## config.mk

```make
export PLATFORM = sky130hd
export DESIGN_NAME = ram_arbiter
export DESIGN_NICKNAME = d
export VERILOG_FILES = /design/src/rtl/grom8_mem_pkg.sv /design/src/rtl/arb2_pick.sv /design/src/rtl/ram_arbiter.sv
export SDC_FILE = /design/constraint.sdc
export NUM_CORES = 1
export LEC_CHECK = 0
export BUFFER_PORTS_ARGS = -buffer_cell sky130_fd_sc_hd__buf_2
export CAP_MARGIN = 5
export CORE_ASPECT_RATIO = 1.5
export CORE_UTILIZATION = 45
export DETAILED_ROUTE_END_ITERATION = 8
export PLACE_DENSITY = 0.85
export SLEW_MARGIN = 10
export SYNTH_ARGS = -nofsm -noshare
export SYNTH_HDL_FRONTEND = slang
export SYNTH_SLANG_ARGS = --single-unit
```

## constraint.sdc

```tcl
create_clock -name clk -period 2.33 [get_ports clk]
set_input_delay 0.3495 -clock clk [delete_from_list [all_inputs] [get_ports clk]]
set_output_delay 0.3495 -clock clk [all_outputs]
set_load 0.01 [all_outputs]
```

## src/rtl/grom8_mem_pkg.sv

```systemverilog
`default_nettype none
// ============================================================================
// grom8_mem_pkg : shared RAM geometry, port indices and arbiter state encoding
// Rev 1.0
// ============================================================================
package grom8_mem_pkg;

  localparam int RAM_ADDR_W = 12;
  localparam int RAM_DATA_W = 8;

  localparam logic PORT_CPU = 1'b0;
  localparam logic PORT_DMA = 1'b1;

  typedef enum logic [1:0] {
    IDLE  = 2'd0,
    ISSUE = 2'd1,
    RESP  = 2'd2
  } arb_state_e;

endpackage
`default_nettype wire

```

## src/rtl/arb2_pick.sv

```systemverilog
`default_nettype none
// ============================================================================
// arb2_pick : combinational two-way winner select (round-robin or fixed)
// Rev 1.0
// ============================================================================
module arb2_pick
  import grom8_mem_pkg::*;
#(
  parameter int FIXED_PRIO = 0
) (
  input  logic req0,
  input  logic req1,
  input  logic last_grant,
  output logic valid,
  output logic gnt
);

  always_comb begin
    valid = req0 | req1;
    gnt   = PORT_CPU;
    if (req0 && req1) begin
      // on a tie the port that did not win last time goes next
      gnt = (FIXED_PRIO != 0) ? PORT_CPU : ~last_grant;
    end else if (req1) begin
      gnt = PORT_DMA;
    end
  end

endmodule
`default_nettype wire

```

## src/rtl/ram_arbiter.sv

```systemverilog
`default_nettype none
// ============================================================================
// ram_arbiter : shares the single-port 4096x8 RAM between CPU and DMA ports
// Rev 1.0
// ============================================================================
module ram_arbiter
  import grom8_mem_pkg::*;
#(
  parameter int ADDR_W     = RAM_ADDR_W,
  parameter int DATA_W     = RAM_DATA_W,
  parameter int FIXED_PRIO = 0
) (
  input  logic              clk,
  input  logic              reset_n,
  input  logic              req0,
  input  logic              we0,
  input  logic [ADDR_W-1:0] addr0,
  input  logic [DATA_W-1:0] wdata0,
  output logic              ack0,
  input  logic              req1,
  input  logic              we1,
  input  logic [ADDR_W-1:0] addr1,
  input  logic [DATA_W-1:0] wdata1,
  output logic              ack1,
  output logic [DATA_W-1:0] rdata,
  output logic              busy,
  output logic              mem_memreq,
  output logic              mem_we,
  output logic [ADDR_W-1:0] mem_addr,
  output logic [DATA_W-1:0] mem_wdata,
  input  logic [DATA_W-1:0] mem_rdata
);

  arb_state_e        state_q, state_d;
  logic              gnt_q, gnt_d;
  logic              last_grant_q, last_grant_d;
  logic              mem_memreq_q, mem_memreq_d;
  logic              mem_we_q, mem_we_d;
  logic [ADDR_W-1:0] mem_addr_q, mem_addr_d;
  logic [DATA_W-1:0] mem_wdata_q, mem_wdata_d;
  logic [1:0]        ack_q, ack_d;

  logic pick_valid;
  logic pick_gnt;

  arb2_pick #(
    .FIXED_PRIO (FIXED_PRIO)
  ) u_pick (
    .req0       (req0),
    .req1       (req1),
    .last_grant (last_grant_q),
    .valid      (pick_valid),
    .gnt        (pick_gnt)
  );

  always_comb begin
    state_d      = state_q;
    gnt_d        = gnt_q;
    last_grant_d = last_grant_q;
    mem_memreq_d = 1'b0;
    mem_we_d     = 1'b0;
    mem_addr_d   = mem_addr_q;
    mem_wdata_d  = mem_wdata_q;
    ack_d        = 2'b00;
    case (state_q)
      IDLE: begin
        if (pick_valid) begin
          gnt_d        = pick_gnt;
          last_grant_d = pick_gnt;
          mem_memreq_d = 1'b1;
          mem_we_d     = pick_gnt ? we1    : we0;
          mem_addr_d   = pick_gnt ? addr1  : addr0;
          mem_wdata_d  = pick_gnt ? wdata1 : wdata0;
          state_d      = ISSUE;
        end
      end
      ISSUE: begin
        // RAM samples the access at this edge; its data_out is valid next cycle
        ack_d[gnt_q] = 1'b1;
        state_d      = RESP;
      end
      RESP:    state_d = IDLE;
      default: state_d = IDLE;
    endcase
  end

  always_ff @(posedge clk or negedge reset_n) begin
    if (!reset_n) begin
      state_q      <= IDLE;
      gnt_q        <= PORT_CPU;
      last_grant_q <= PORT_DMA;
      mem_memreq_q <= 1'b0;
      mem_we_q     <= 1'b0;
      mem_addr_q   <= '0;
      mem_wdata_q  <= '0;
      ack_q        <= 2'b00;
    end else begin
      state_q      <= state_d;
      gnt_q        <= gnt_d;
      last_grant_q <= last_grant_d;
      mem_memreq_q <= mem_memreq_d;
      mem_we_q     <= mem_we_d;
      mem_addr_q   <= mem_addr_d;
      mem_wdata_q  <= mem_wdata_d;
      ack_q        <= ack_d;
    end
  end

  assign ack0       = ack_q[0];
  assign ack1       = ack_q[1];
  assign rdata      = mem_rdata;
  assign busy       = (state_q != IDLE);
  assign mem_memreq = mem_memreq_q;
  assign mem_we     = mem_we_q;
  assign mem_addr   = mem_addr_q;
  assign mem_wdata  = mem_wdata_q;

endmodule
`default_nettype wire

```

## Word-level counts from Yosys, hierarchy flattened

Cells that the tools add are included.

| storage, ports and cells | value |
|---|---|
| memory bits (writable) | 0 |
| word-level logic and storage cells | 33 |
| memories kept | 0 |
| ROM bits | 0 |
| latch bits | 0 |
| flip-flop bits (word level) | 28 |
| bits of input ports | 54 |

| cells by class | value |
|---|---|
| multipliers | 0 |
| bitwise logic cells | 2 |
| eq/ne operators | 2 |
| reduce and logical (&&, ||, !) cells | 5 |
| multiplexer cells | 14 |
| div/mod/pow operators | 0 |
| shifts and indexed selects | 0 |
| order comparisons | 2 |
| $add $sub $neg | 0 |

Operator list:

| cell | count |
|---|---|
| 12-bit two-way mux | 1 |
| 1-bit two-way mux | 8 |
| 8-bit two-way mux | 1 |
| 2-bit two-way mux | 2 |
| 2-bit case mux with 2 select lines | 1 |
| 2-bit by 1-bit equality test with 1-bit output, second input constant | 1 |
| 1-bit logical AND | 2 |
| 2-bit zero test | 1 |
| 1-bit by 2-bit less-than comparator with 1-bit output, second input constant | 1 |
| 2-bit inequality test, second input constant | 1 |
| 2-bit AND reduction | 1 |
| 2-bit nonzero test | 1 |
| 1-bit demux with 1-bit select | 1 |
| 1-bit greater-or-equal comparator, second input constant | 1 |
| 1-bit NOT | 1 |
| 1-bit bitwise OR | 1 |

## Depth between registers and ports, before layout

| logic depth | value |
|---|---|
| depth in word-level cells | 5 |
| depth in mapped cells | 5 |
| depth with buffers taken out | 4 |

## Hierarchy

Synthesis repeated with hierarchy kept, for this count alone.

| second synthesis, totals | value |
|---|---|
| cell total of the unflattened synthesis | 92 |
| area total of the unflattened synthesis | 1365.1 µm² |

By module, submodules not included:

| module | times used | cells each | area an instance (µm²) |
|---|---|---|---|
| ram_arbiter | 1 | 90 | 1351.3 |
| arb2_pick | 1 | 2 | 13.8 |

## Worst setup path after synthesis

No wires, ideal clock.

| timing path | value |
|---|---|
| kind | reg-to-output |
| from | register state_q[0] |
| to | output busy |
| path buffers | 1 |
| slack | 1.131 ns |
| stages on the path, launching flop included | 4 |
| required time | 1.980 ns |
| data arrival time | 0.849 ns |
| cells stage by stage | dfrtp_1 nor2_4 buf_2 inv_1 |

| on the way | value |
|---|---|
| longest elaborated chain between the ends | 1 |

RTL lines:

| element | RTL line | text |
|---|---|---|
| start: declaration | ram_arbiter.sv:34 | `arb_state_e state_q, state_d;` |
| start signal: assignment | ram_arbiter.sv:98 | `state_q <= state_d;` |
| 2-bit nonzero test | ram_arbiter.sv:112 | `assign busy = (state_q != IDLE);` |
| end: declaration | ram_arbiter.sv:26 | `output logic busy,` |

No other way between the ends.

## Worst setup path after layout

Ends and elaborated chain as after synthesis.

==> reports/qor.csv <==
metric,value,unit
status,finished clean,
grt_max_degree,29,
clk_pin_slew_worst_paths,90,ps
end_kind,output pin,
placed_area,1604,sq um
worstMarginPinSlew,613.6,ps
path_class,register to output pin,
startpoint_type,register,
yosys.area.top_type,dfrtp_1,
drt_iter0_markers,33,
peakVddDrop,0.0006943,V
timing.final.crit_share,0.6505,
syn_area_per_cell,9.301,sq um
port_buffers,70,
wl_per_cell,13.53,um
cts_root_buffer,clkbuf_8,
grt_usage,0.2115,
antenna_found_initial,0,
synth.area.top_cells,"dfrtp_1 51%, nand2_1 12%, a31oi_1 9.9%",
rows,23,
crit_required,1980,ps
multi_input_area,479.2,sq um
synth_cell_type_count,18,
die_y,68.59,um
critPathArrivalTime,1170,ps
hp-class,input pin to asynchronous set/reset pin,
dieArea,3182,sq um
htreeDepth,1,
slowest_delay,420,ps
drc_errors,0,
antenna_left,0,
critical_path.max_fanout,11,
drive_gt1_frac,0.4129,
worstSetupStartpoint,state_q[0],
maxSlewViolCount,0,
worstSkewPairLatency,270,ps
area_growth,25.96,%
synthCells,143,
reg2reg_from,state_q[0],
vias,1224,
die_w,46.39,um
cts_hold_buf,0,
seq_area,701.9,sq um
final_area,1675,sq um
tns,0,ps
r2r_slack,960,ps
period_needed,1516,ps
slew-limit-headroom,0.5909,
via_per_inst,5.143,
whs,81.11,ps
cts.path.max_buffers,2,
cts_tree,built,
gp_congestion,0.7784,
cap_violations,0,
cts.sinks,28,
cts_resized,0,
io_pins,87,
maxUsedRoutingLayer,met4,
routed_wl,3219,um
finClkSkew,2.669,ps
synth_seq_cells,28,
final_nets,256,
seq_area_frac_synth,0.5278,
firstDrtPassIters,5,
p_per_area,1299,nW/um^2
max_freq,0.6598,GHz
grt_pass1_wl,4850,um
routed-wl-met2,1759,um
ys.flop_type,dfrtp_1,
synth_fp_nets,197,
synth.top_cell.area_share,0.5080,
synth_area,1330,sq um
grt_overflow,0,
start_util,0.4865,
hold_viol_final,0,
synth_async_sr_flop_share,1.000,
synth_edf_count,0,
rsz0062_at_grt,no,
synth.most_common_cell,nand2_1,
setup_viol,0,
ys_top_cells_by_count,"42 x nand2_1, 27 x dfrtp_1, 22 x a21oi_1",
numCtsBuffers,3,
wl_met1,1231,um
grt_pass1_vias,1123,
power_leakage,0.8465,nW
wl_met3,190,um
cp_cell_sequence,nor2_4 -> inv_1 -> buf_2,
worst_path_max_delay_cell,dfrtp_1,
yosysWarningCount,0,
diodes,0,
core_area,2734,sq um
hpwl,2252,um
fillers,242,
post_cts_buffers,0,
[path summary, 6_finish.rpt]
path | endpoint | cells past startpoint
max | busy | 3
min | mem_wdata[4] | 1
max reg2reg | mem_addr[4] | 4
min reg2reg | ack_q[0] | 1
max in group asynchronous | mem_addr[10] | 1
min in group clk | last_grant_q | 2
[state kept, by name, summed over array words and instances, names as in the netlist]
name	count
mem_addr	12
mem_wdata	8
ack_q	2
state_q	2
gnt_q	1
last_grant_q	1
mem_memreq	1
mem_we	1
[critical path, delay by kind of cell, from the launching register on]
family	cells	cell delay, ps
buffers and inverters	2	210
DFF	1	420
and+or+nand+nor	1	280
[routing by layer]
layer	GRT usage	vias to the layer above
li1	-	596
met1	0.2333	569
met2	0.3924	53
met3	0.02604	6
met4	0.08088	0
met5	0	-
[through the flow]
step | utilization | setup slack [ps] | power (mW) | cells
floorplan | - | 1131 | 1.498 | 143
global route | 0.6128 | 746.0 | 2.336 | 238
CTS | 0.6128 | 807.4 | 2.185 | 238
global placement | 0.5867 | 906.1 | 1.777 | 234
detailed placement | 0.5867 | 866.0 | 1.811 | 234
finish | 0.6128 | 814.4 | 2.177 | 238
[layout by cell type, fill, tap and decap left out]
cell type  count
buf_2         70
nor2_4         1
nand2_1       42
buf_4          2
a21oi_1       22
a21bo_2        1
inv_2          1
or2_4          1
dfstp_2        1
inv_1          2
a22o_1         1
nor2b_1        2
and2_1         1
dfrtp_1       27
nand2_4        1
a31oi_1       21
bufinv_16      1
a21boi_2       1
clkbuf_8       3
[final cells by class]
| class | instances | area share |
|---|---|---|
| Clock buffer | 3 | 0.02465 |
| Multi-Input combinational cell | 94 | 0.2860 |
| Tap cell | 37 | 0.02763 |
| Sequential cell | 28 | 0.4190 |
| Clock inverter | 1 | 0.01792 |
| Timing Repair Buffer | 72 | 0.2181 |
| Inverter | 3 | 0.006721 |
[power breakdown]
| group | leakage [nW] | switching, mW | total, mW | internal, mW |
|---|---|---|---|---|
| logic | 0.487 | 0.559 | 0.941 | 0.382 |
| registers | 0.324 | 0.129 | 0.860 | 0.731 |
| clock network | 0.0357 | 0.146 | 0.376 | 0.230 |
[cells by family (layout without fill, tap and decap cells)]
| kind of cell | Yosys count | after routing | share of synthesized area |
|---|---|---|---|
| AO/OA/AOI/OAI | 46 | 46 | 0.2041 |
| AND/OR/NAND/NOR | 48 | 48 | 0.1562 |
| flip-flops | 28 | 28 | 0.5278 |
| buffers and inverters | 21 | 79 | 0.1119 |
No activity file was read; power rests on OpenSTA's default activity.
